`src/rtl/y_divider.sv`:
```
// y_divider: multi-cycle restoring divider (quotient/remainder) with valid/ready handshakes.
// One trial subtraction per cycle; one operation in flight at a time.
//
// Ports:
//   clk, reset                 rising-edge clock, synchronous active-high reset
//   in_valid/in_ready          operand handshake (dividend, divisor)
//   out_valid/out_ready        result handshake (quotient, remainder, div_by_zero)
//   div_by_zero                current result came from divisor == 0
//
// Optional feature: define Y_DIVIDER_SIGNED_EN for two's-complement operands
// (truncating division). Undefined, the block is strictly unsigned.
module y_divider #(
    parameter int unsigned WIDTH = 32
) (
    input  logic             clk,
    input  logic             reset,
    input  logic             in_valid,
    output logic             in_ready,
    input  logic [WIDTH-1:0] dividend,
    input  logic [WIDTH-1:0] divisor,
    output logic             out_valid,
    input  logic             out_ready,
    output logic [WIDTH-1:0] quotient,
    output logic [WIDTH-1:0] remainder,
    output logic             div_by_zero
);
    localparam int unsigned      CNT_W   = $clog2(WIDTH) + 1;
    localparam logic [CNT_W-1:0] CntInit = CNT_W'(WIDTH);
    localparam logic [CNT_W-1:0] CntLast = CNT_W'(1);

    typedef enum logic [1:0] {StIdle, StRun, StDone} state_e;

    state_e           state_q, state_d;
    logic [WIDTH-1:0] a_q, q_q, d_q;
    logic [WIDTH-1:0] quot_q, rem_q;
    logic [CNT_W-1:0] cnt_q;
    logic             dbz_q;

    logic             accept;
    logic             last_step;
    logic             divisor_zero;
    logic [WIDTH-1:0] dvd_mag, dvs_mag;
    logic [WIDTH:0]   rem_sh;
    logic [WIDTH+1:0] diff;
    logic [WIDTH-1:0] a_step, q_step;
    logic [WIDTH-1:0] q_fin, r_fin;

    assign divisor_zero = (divisor == '0);
    assign last_step    = (cnt_q == CntLast);

    // One restoring step. The shifted partial remainder can need WIDTH+1 bits,
    // so the trial subtraction carries one extra bit to expose the borrow.
    always_comb begin
        rem_sh = {a_q, q_q[WIDTH-1]};
        diff   = {1'b0, rem_sh} - {2'b00, d_q};
        q_step = {q_q[WIDTH-2:0], ~diff[WIDTH+1]};
        a_step = diff[WIDTH+1] ? rem_sh[WIDTH-1:0] : diff[WIDTH-1:0];
    end

`ifdef Y_DIVIDER_SIGNED_EN
    logic neg_quot_q, neg_rem_q;

    always_comb begin
        dvd_mag = dividend[WIDTH-1] ? ('0 - dividend) : dividend;
        dvs_mag = divisor[WIDTH-1] ? ('0 - divisor) : divisor;
        q_fin   = neg_quot_q ? ('0 - q_step) : q_step;
        r_fin   = neg_rem_q ? ('0 - a_step) : a_step;
    end

    // Remainder follows the dividend's sign (truncation toward zero).
    always_ff @(posedge clk) begin
        if (reset) begin
            neg_quot_q <= 1'b0;
            neg_rem_q  <= 1'b0;
        end else if (accept) begin
            neg_quot_q <= dividend[WIDTH-1] ^ divisor[WIDTH-1];
            neg_rem_q  <= dividend[WIDTH-1];
        end
    end
`else
    always_comb begin
        dvd_mag = dividend;
        dvs_mag = divisor;
        q_fin   = q_step;
        r_fin   = a_step;
    end
`endif

    // State register
    always_ff @(posedge clk) begin
        if (reset) begin
            state_q <= StIdle;
        end else begin
            state_q <= state_d;
        end
    end

    // Next-state logic
    always_comb begin
        state_d = state_q;
        unique case (state_q)
            StIdle:  if (accept) state_d = divisor_zero ? StDone : StRun;
            StRun:   if (last_step) state_d = StDone;
            StDone:  if (out_ready) state_d = StIdle;
            default: state_d = StIdle;
        endcase
    end

    // Outputs
    always_comb begin
        in_ready    = (state_q == StIdle);
        out_valid   = (state_q == StDone);
        accept      = in_valid && in_ready;
        quotient    = quot_q;
        remainder   = rem_q;
        div_by_zero = dbz_q;
    end

    // Datapath. Results are registered on the last RUN step so they are
    // stable for the whole DONE state.
    always_ff @(posedge clk) begin
        if (reset) begin
            a_q    <= '0;
            q_q    <= '0;
            d_q    <= '0;
            cnt_q  <= '0;
            quot_q <= '0;
            rem_q  <= '0;
            dbz_q  <= 1'b0;
        end else if (accept) begin
            a_q   <= '0;
            q_q   <= dvd_mag;
            d_q   <= dvs_mag;
            cnt_q <= CntInit;
            dbz_q <= divisor_zero;
            if (divisor_zero) begin
                quot_q <= '1;
                rem_q  <= dividend;
            end
        end else if (state_q == StRun) begin
            a_q   <= a_step;
            q_q   <= q_step;
            cnt_q <= cnt_q - 1'b1;
            if (last_step) begin
                quot_q <= q_fin;
                rem_q  <= r_fin;
            end
        end
    end

endmodule

```
`config.mk`:
```
export PLATFORM = sky130hd
export DESIGN_NAME = y_divider
export DESIGN_NICKNAME = d
export VERILOG_FILES = /design/src/rtl/y_divider.sv
export SDC_FILE = /design/constraint.sdc
export NUM_CORES = 1
export LEC_CHECK = 0
export CAP_MARGIN = 20
export CORE_ASPECT_RATIO = 0.5
export CORE_MARGIN = 8
export CORE_UTILIZATION = 54
export DETAILED_ROUTE_END_ITERATION = 7
export PLACE_DENSITY = 0.79
export SLEW_MARGIN = 5
export SYNTH_ARGS = -nofsm -noshare
export SYNTH_HDL_FRONTEND = slang
export SYNTH_SLANG_ARGS = --single-unit
```
`constraint.sdc`:
```
create_clock -name clk -period 3.8 [get_ports clk]
set_clock_uncertainty 0.2 [all_clocks]
set_input_delay 0.57 -clock clk [delete_from_list [all_inputs] [get_ports clk]]
set_output_delay 0.57 -clock clk [all_outputs]
set_load 0.01 [all_outputs]
```
==> results.txt, run 1 <==
- Final instance count without filler cells: 1385
- Dividing the final minimum period by the clock period gives 0.940.
- Dominant register cell in the synthesized netlist: dfxtp_1
- The later pin in the worst-skew pair is clocked with a latency of 0.43 ns.
- Clock-pin transition on the worst setup and hold timing paths: roughly 0.070 ns
- Die Ht: 106 microns
- Total via count in the routed design: approximately 8400
- Fraction of registers with async set or reset after synthesis: 0
* Count of pins on the block boundary: 135
* Root Buffer Master: clkbuf_16
* WL per Instance: 19.8 microns
- Share of layout cells above drive strength 1: 0.119
* Data arrival time at the worst-slack endpoint: about 3.7 ns
* Maximum root-to-sink buffer count: 2
- Dominant combinational cell family by area after synthesis: compound AO/OA/AOI/OAI gates
- The run finished with clean final reports.
* Row count: 32
- The worst setup path is captured at a register.
- Post-synthesis mux area share: 0.0345
- Slew HR: 0.495
- The count of pins over their slew limit is 0.
* Vias in the first global route: 8018
- After technology mapping, the gate count stands at between 1000 and 1500.
- Number of warnings printed during yosys synthesis: 0
- Post-Syn Area per Cell: slightly above 8 sq um
- Count of antenna diodes in the layout: 0
- Total clock sinks: roughly 170
- Initial standard-cell utilization of the core: 0.558
* Global-route wire length before repair: about 44 mm
* Max Cap Viol: 0
- Based on the critical path, the design can be clocked at up to approximately 0.28 GHz.
- Sequential element share of the synthesized area: 0.391
- Summed over all nets, the half-perimeter wirelength after detailed placement is 20.3 mm.
- Xor/xnor share of the synthesized area: 0.0313
- The min-delay analysis places its worst path in the category register to register.
* CTS hold repair buffers: 0
- The number of antenna violations at the first check in global routing came to 1.
- Global Route met1 Usage: 0.395
- Summing every instance area after synthesis gives ~8700 sq um.
- In this run, placement finished with an instance count of between 1000 and 1500.
* Count of nets after finishing: between 1000 and 1500
- Number of nets with antenna violations after routing: 0
- The number of endpoints with negative hold slack in the final report was 0.
* Area added between synthesis and finish: 25.0%
- The first detailed-routing pass took 5 iterations.
- Synth Area in Compound Gates: 0.246
* Post-synthesis cell type count: 65
- Along the worst path, the maximum fanout reaches 15.
- After routing, the total negative slack on setup checks comes to 0 ns.
- In the layout the commonest cells are dfxtp_1, nand2_1, clkdlybuf4s50_1.
- Synthesis inferred between 150 and 200 register bits.
- Core Util, Final: 0.697
- Setup repair after global routing missed its margin: no
* Total congestion overflow after global routing: 0
- DRC violations left: 0
* Busiest layer in global routing: met1
* # setup viols final: 0
- Nets in the synthesized netlist: roughly 1200
- Synthesized-area fraction occupied by and/or/nand/nor cells: 0.186
- Adder-cell share of the synthesized area: 0.0514
- Die area: 20600 sq um
- At the pin with the least slew margin, the transition time is 0.755 ns.
- Routability-driven placement finished with a final weighted congestion of 0.921.
- The core region is 15500 sq um.
- Final instance area: about 11000 sq um
- Fraction of met3 tracks used by global routing: 0.0482
- CTS tree: yes
- For this run, the total global-route usage over all layers was measured as 0.263.
- Count of port buffers added during placement: 134
- Buffers inserted during clock tree synthesis total 17.
- The H-tree generated during clock tree synthesis spans 4 levels.
- Leakage dissipation: roughly 0.0042 uW
- The library cell used most frequently in the layout, excluding fill and tap cells, is dfxtp_1.
- The critical path in this run is classified as register to register.
- Overall die width: between 150 and 200 microns
* Total cell area at the placement stage: around 10000 sq um
- Entering global routing, the biggest net connects 63 pins.
- Summed over all layers, the routed wires come to around 27 mm.
- Final Critical Period: ~3.6 ns
- For met2 alone, demand over resource in global routing was 0.384.
- Power spread over the standard cell area amounts to 508 nW/um^2.
* Number of enable flip-flop cells after synthesis: 0
- STA classifies the critical path startpoint as a register.
* Highest ir drop seen on vdd: 0.000347 V
* Required time of the worst setup path: a little under 4 ns
- Mean number of vias per cell: 6.10
* Number of violations reported at the end of detailed-routing iteration 0: ~800
[path summary, 6_finish.rpt]
check | startpoint | to | slack, ns | cells after the start
worst min register to register | d_q[18]$_SDFFE_PP0P_ | d_q[18]$_SDFFE_PP0P_ | 0.25 | 2
worst max-delay path | d_q[11]$_SDFFE_PP0P_ | remainder[5]$_SDFFE_PP0P_ | 0.23 | 13
worst min-delay path | d_q[18]$_SDFFE_PP0P_ | d_q[18]$_SDFFE_PP0P_ | 0.25 | 2
worst max register to register | d_q[11]$_SDFFE_PP0P_ | remainder[5]$_SDFFE_PP0P_ | 0.23 | 13
[repair_timing]
item | 4_1_cts | 5_1_grt
resized for setup | 0 | 1
setup buffers | 0 | 0
setup endpoints to repair | 0 | 15
[worst max-delay path, cell delays in order, from the launching register on]
cell,delay (ns)
dfxtp_1,0.33
inv_1,0.06
ha_1,0.40
nand4_1,0.15
or2_0,0.27
a311o_1,0.32
nand3_2,0.10
nand2_2,0.07
o21a_1,0.21
o311a_2,0.47
buf_12,0.19
mux2_2,0.25
nor2_1,0.05
o41ai_1,0.35
[sequential cells by signal, indices dropped and copies added (netlist names)]
register and count:
remainder 32, quotient 32, div_by_zero 1, a_q 32
d_q 32, state_q 2, q_q 32, cnt_q 6
[cells by family (layout without fill, tap and decap cells)]
family,count (synthesis),in the layout
fa+ha+maj,35,35
compound gates,303,303
xor+xnor,31,31
mux,26,26
buf+inv,125,244
simple gates,373,373
flops,169,169
[routing by layer]
metal | wire [microns] | share of wire
met1 | 13300 | 0.48
met2 | 11600 | 0.42
met3 | 2260 | 0.082
met4 | 323 | 0.012
met5 | 12 | 0.00044
[power by group]
group | leakage, uW | switching (uW) | internal, uW
clock | 0.000293 | 849 | 945
sequential | 0.00138 | 84.3 | 1870
combinational | 0.00253 | 1000 | 758
[cell usage after synthesis, drive strengths merged (2+ instances only)]
master   instances  area [sq um]
xor2            12           105
a22oi           30           225
o21a             5          37.5
a31oi            9          56.3
nor3b            2          15.0
a311oi           2          17.5
nor3            28           140
o2111ai          3          26.3
o31ai            2          15.0
and3             3          18.8
mux2i            4          40.0
a311o            2          20.0
a221oi           4          41.3
ha              34           425
nand3           28           145
a21boi           3          22.5
clkbuf          57           214
o221a           31           349
xnor2           19           166
nand2          142           536
inv             44           165
a211oi          15           140
buf             23           141
o21bai           6          45.0
nor2b            6          37.5
dfxtp          169          3380
nor4            11          68.8
and2             4          25.0
nor2           127           477
nand2b           3          18.8
mux2            22           259
a21o            18           135
nand4           14          87.6
o311a            2          20.0
a21oi          118           591
o21ai           25           125
o41ai           19           181
[stage by stage]
| stage | hold slack [ns] | total power (uW) | setup slack (ns) |
|---|---|---|---|
| 2_1_floorplan | 0.236 | 3190 | 0.698 |
| 3_3_place_gp | 0.244 | 3680 | 0.165 |
| 3_5_place_dp | 0.247 | 3700 | 0.221 |
| 4_1_cts | 0.257 | 5480 | 0.202 |
| 6_report | 0.253 | 5510 | 0.229 |
| 5_1_grt | 0.271 | 5770 | 0.0532 |
[cell type report]
| type | instances | area, sq um |
|---|---|---|
| fill | 1277 | 4700 |
| inverter | 45 | 170 |
| timing repair buffer | 168 | 1630 |
| multi-input combinational | 768 | 4780 |
| tap | 204 | 255 |
| clock buffer | 17 | 425 |
| clock inverter | 14 | 183 |
| sequential | 169 | 3380 |
(Power assumes the default switching activity.)
==> inputs of run 2 (changes only) <==
--- a/config.mk
+++ b/config.mk
@@ -10,6 +10,7 @@
 export CORE_MARGIN = 8
 export CORE_UTILIZATION = 54
 export DETAILED_ROUTE_END_ITERATION = 7
+export GPL_ROUTABILITY_DRIVEN = 0
 export PLACE_DENSITY = 0.79
 export SLEW_MARGIN = 5
 export SYNTH_ARGS = -nofsm -noshare
==> results.txt, run 2 (synthesis gave the netlist of run 1 again) <==
- The run finished with clean final reports.
* Count of antenna diodes in the layout: 0
* Die Ht: about 110 microns
- Required time of the worst setup path: between 3 and 4 ns
- The count of pins over their slew limit is 0.
- The analysis attributes to cell leakage a power of a little over 0.004 uW.
- Counting instances, the worst hold path has a depth of 2.
- Share of layout cells above drive strength 1: 0.114
- In this run the tightest slew margin relative to its limit is 0.525.
- Maximum root-to-sink buffer count: 2
- In the routed layout, each cell is associated on average with a via count of 6.09.
- Final total negative setup slack: 0 ns
- In the final design database the tool counted about 1300 nets.
* Final instance count without filler cells: about 1400
- Worst hold slack: about 0.26 ns
- CTS placed an instance of clkbuf_16 at the clock tree root.
- H-tree levels: 4
- Highest ir drop seen on vdd: approximately 0.0004 V
- Kind of path behind the tightest hold check: register to register
* Clock power share: 0.321
- R2r worst-path depth: 13
* Final HPWL from detailed placement: just under 20 mm
* Number of violations reported at the end of detailed-routing iteration 0: approximately 800
- Total via count in the routed design: between 8000 and 9000
* Number of antenna violations at the first check in global routing: 0
- At the pin with the least slew margin, the transition time is just over 0.7 ns.
- The finished cells cover around 11000 sq um.
* Critical path class: register to register
- Once placement finished, the instance area stood at slightly above 10000 sq um.
* Power density normalized to cell area: about 500 nW/um^2
* Die area: just over 20000 sq um
- Dividing the detail-routed wire length by the instance count gives roughly 19 microns.
- Leaving out fill and tap cells, the most frequent cell in the layout is dfxtp_1.
- Setup repair after global routing left no endpoint under its margin.
- Max Cap Viol: 0
- Largest fanout on the critical path: 8
* Count of pins on the block boundary: around 140
- The design draws 5380 uW.
* Startpoint kind of the worst setup timing path: register
- Total congestion overflow after global routing: 0
- After detailed placement, the design holds a cell count of ~1300.
- Final hold violation count: 0
- Worst skew pair latency: 0.42 ns
- Vias in the first global route: approximately 8000
- In the layout the commonest cells are dfxtp_1, nand2_1, clkdlybuf4s50_1.
* Clock-pin transition on the worst setup and hold timing paths: ~0.070 ns
- Data arrival time at the worst-slack endpoint: 3.77 ns
* # setup viols final: 0
- The initial utilization of the core area, before any placement, comes to 0.558.
* Count of port buffers added during placement: 134
- Relative to the synthesized area, the layout overhead comes to 24.3%.
* Net switching power: between 1500 and 2000 uW
* Final clock period utilization by the worst path: 0.973
- The worst setup path is captured at a register.
* Global-route wire length before repair: about 42 mm
* Reg power frac: 0.362
- TritonCTS built the clock tree.
* Final Critical Period: 3.70 ns
- The core region is ~16000 sq um.
- Largest net degree at the start of global routing: 60
- The internal power of the cells totals 3480 uW.
* Logic gate share of total power: 0.317
- In this run the remaining antenna-violating nets after routing total 0.
* Overall Global Routing Usage: 0.248
- Total clock sinks: 169
* Row count: 32
- Based on the critical path, the design can be clocked at up to about 0.27 GHz.
- Wire length reported by the detailed router: roughly 27 mm
- Overall die width: 195 microns
- Fraction of power spent switching nets: 0.354
- DRC violations left: 0
- The first TritonRoute pass finished after 7 iterations.
- The number of clock buffers added by TritonCTS is 17.
run 2: worst max-delay path, cell delays in order (launching register included):
cell	delay [ns]
dfxtp_1	0.33
inv_1	0.05
ha_1	0.41
nand4_1	0.18
or2_0	0.30
a311o_1	0.34
nand3_2	0.09
nand2_2	0.07
o21a_1	0.22
o311a_2	0.49
buf_4	0.21
and2_1	0.15
a31oi_1	0.38
a2111oi_2	0.14
run 2: final timing paths:
path	slack [ns]	to	start
hold reg to reg	0.26	d_q[20]$_SDFFE_PP0P_	d_q[20]$_SDFFE_PP0P_
setup / recovery	0.10	remainder[31]$_SDFFE_PP0P_	d_q[16]$_SDFFE_PP0P_
hold / removal	0.26	d_q[20]$_SDFFE_PP0P_	d_q[20]$_SDFFE_PP0P_
setup reg to reg	0.10	remainder[31]$_SDFFE_PP0P_	d_q[16]$_SDFFE_PP0P_
run 2: routing by layer:
metal | share of wire | global-route usage | up-vias
met1 | 0.45 | 0.350 | 3911
met3 | 0.11 | 0.0657 | 59
met5 | 0 | 0 | -
met4 | 0.020 | 0.0715 | 0
met2 | 0.42 | 0.368 | 434
li1 | - | - | 3982
run 2: power groups by stage:
stage	clock network [uW]	registers, uW	logic (uW)
global route	1800	1960	1840
floorplan	0	1970	1220
detailed placement	0	1990	1630
CTS	1730	1950	1660
global placement	0	1980	1600
finish	1730	1950	1710
run 2: cell type report:
type	count	area (sq um)
multi-input combinational	768	4790
clock buffer	17	425
tap	204	255
clock inverter	15	178
timing repair buffer	159	1560
inverter	45	170
fill	1234	4770
sequential	169	3380
run 2: what timing repair did:
| action | 4_1_cts | 5_1_grt |
|---|---|---|
| gates resized for setup | 0 | 3 |
| buffers inserted | 0 | 0 |
| setup endpoints to repair | 0 | 2 |
| hold buffers | 0 | 0 |
| hold endpoints to repair | 0 | 0 |
run 2: through the flow:
step / util / setup slack [ns]
floorplan: - / 0.698
global placement: 0.654 / 0.234
detailed placement: 0.654 / 0.189
CTS: 0.692 / 0.159
global route: 0.693 / 0.00569
finish: 0.693 / 0.102
==> inputs of run 3 (changes only) <==
--- a/config.mk
+++ b/config.mk
@@ -6,9 +6,11 @@
 export NUM_CORES = 1
 export LEC_CHECK = 0
 export CAP_MARGIN = 20
+export CELL_PAD_IN_SITES_DETAIL_PLACEMENT = 0
+export CELL_PAD_IN_SITES_GLOBAL_PLACEMENT = 1
 export CORE_ASPECT_RATIO = 0.5
 export CORE_MARGIN = 8
-export CORE_UTILIZATION = 54
+export CORE_UTILIZATION = 40
 export DETAILED_ROUTE_END_ITERATION = 7
 export GPL_ROUTABILITY_DRIVEN = 0
 export PLACE_DENSITY = 0.79
==> results.txt, run 3 (synthesis gave the netlist of run 1 again) <==
- Buffers placed on the I/O ports in this run total approximately 130.
- Clock-pin transition on the worst setup and hold timing paths: roughly 0.070 ns
* Core Util, Final: 0.507
- The tool flagged a number of max-cap violations equal to 0.
- STA classifies the critical path endpoint as a register.
* Largest fanout on the critical path: 21
- Final total negative setup slack: 0 ns
* Total clock sinks: between 150 and 200
* Wire length reported by the detailed router: 28.2 mm
- The worst path in the final design needs a cycle of around 3.6 ns, including I/O delays and setup.
* Overall die width: ~220 microns
- Final clock period utilization by the worst path: 0.953
* DRC violations left: 0
- Vias in the first global route: approximately 7800
- Area added between synthesis and finish: 25.5%
* CTS tree: yes
* Row count: 38
- Leaving out fill and tap cells, the most frequent cells in the layout are dfxtp_1, nand2_1, clkdlybuf4s50_1.
* Leakage dissipation: about 0.0042 uW
* # setup viols final: 0
- Worst hold slack: about 0.26 ns
* H-tree levels: 4
* Die Ht: 120 microns
- Post-CTS repair changed the size of 0 cells.
- Setup slack closes at 0.179 ns.
- For the pin with the worst max-slew slack, the measured transition is approximately 0.77 ns.
* Detailed-routing iteration count for the pre-antenna-repair pass: 7
- Data on the critical path is required at its endpoint by a little under 4 ns.
- Critical path class: register to register
- The layout has around 2000 filler cells.
- Number of antenna violations at the first check in global routing: 0
* Startpoint kind of the worst setup timing path: register
- Power density normalized to cell area: around 500 nW/um^2
- In this run the clock root is driven by a clkbuf_16.
* Share of layout cells above drive strength 1: 0.113
* Cells along the critical path: inv_1 > ha_2 > nand4_1 > or2_0 > a311o_1 > nand3_2 > nand2_2 > o21a_1 > o311a_2 > buf_12 > mux2_2 > nor2_1 > o41ai_1
* Kind of path behind the tightest hold check: register to register
* Number of nets with antenna violations after routing: 0
- WL per Instance: roughly 19 microns
* Post-layout total power: between 5000 and 6000 uW
- In this run the post-CTS setup repair buffer count came out at 0.
- Number of clock buffers inserted by TritonCTS: 17
- The first global-routing pass estimated roughly 44 mm of wire.
- Count of pins on the block boundary: 135
- Total congestion overflow after global routing: 0
* Total via count in the routed design: 8148
- Die area: about 27000 sq um
- Register Area: 3380 sq um
- The region available for standard cell placement spans ~21000 sq um.
- Count of nets after finishing: roughly 1300
* Outcome: completed
* CTS hold repair buffers: 0
- Detailed placement ended at an HPWL of about 21 mm.
- Slew HR: 0.481
* Slowest stage delay, CP: about 0.5 ns
* Pre-CTS setup slack: 0.193 ns
- Number of violations reported at the end of detailed-routing iteration 0: around 760
- IR analysis of the VDD net gives a maximum drop of ~0.00028 V.
- For this run, the top clock speed supported by timing is around 0.28 GHz.
* Cell class contributing the biggest share of worst-path delay: compound AO/OA/AOI/OAI gates
- On the critical path, the stage with the largest delay is an instance of o311a_2.
- The number of endpoints with negative hold slack in the final report came to 0.
- Overall Global Routing Usage: 0.203
- Entering global routing, the biggest net connects 55 pins.
- Worst skew pair latency: ~0.43 ns
- Count of pins over their slew limit: 0
- Together, buffers and inverters on the worst path number 2.
* Area of the multi-input gates: around 4800 sq um
- No sink is reached through more buffers than the 2 on the longest clock path.
- Leading cell type in the layout, fill and taps excluded: dfxtp_1
* Mean number of vias per cell: ~5.5
* Count of antenna diodes in the layout: 0
- At the worst endpoint, the arrival time is 3.74 ns.
- For this configuration, the core starts out at a cell density of 0.404.
[run 3: routing by layer]
| metal | track usage | routed length [microns] |
|---|---|---|
| met5 | 0 | 0 |
| met4 | 0.0471 | 259 |
| met3 | 0.0475 | 2430 |
| met2 | 0.294 | 11600 |
| met1 | 0.301 | 13900 |
[run 3: power breakdown]
part | total (uW) | switching, uW | internal [uW]
combinational | 1730 | 988 | 741
clock | 1720 | 770 | 947
sequential | 1950 | 80.4 | 1870
[run 3: cell type report]
cell class / count / share of cell area
Clock buffer: 20 / 0.0420
Timing Repair Buffer: 159 / 0.145
Clock inverter: 11 / 0.0104
Inverter: 45 / 0.0156
Multi-Input combinational cell: 768 / 0.442
Sequential cell: 169 / 0.311
Tap cell: 300 / 0.0345
[run 3: stage by stage]
| step | instance area [sq um] | std cells |
|---|---|---|
| 2_1_floorplan | 8660 | 1062 |
| 3_3_place_gp | 10300 | 1441 |
| 3_5_place_dp | 10300 | 1441 |
| 4_1_cts | 10900 | 1472 |
| 5_1_grt | 10900 | 1472 |
| 6_report | 10900 | 1472 |
[run 3: worst register-to-register path, delay by kind of cell, from the launching register on]
| kind | cells | cell delay [ns] |
|---|---|---|
| AO/OA/AOI/OAI | 4 | 1.40 |
| buffers and inverters | 2 | 0.26 |
| flip-flops | 1 | 0.33 |
| multiplexers | 1 | 0.29 |
| adder cells (fa/ha/maj) | 1 | 0.40 |
| AND/OR/NAND/NOR | 5 | 0.65 |
[run 3: path summary, 6_finish.rpt]
kind	start	endpoint	slack, ns	cells past startpoint
worst max-delay path	d_q[14]$_SDFFE_PP0P_	remainder[17]$_SDFFE_PP0P_	0.18	13
worst min-delay path	d_q[29]$_SDFFE_PP0P_	d_q[29]$_SDFFE_PP0P_	0.26	2
worst max register to register	d_q[14]$_SDFFE_PP0P_	remainder[17]$_SDFFE_PP0P_	0.18	13
worst min register to register	d_q[29]$_SDFFE_PP0P_	d_q[29]$_SDFFE_PP0P_	0.26	2
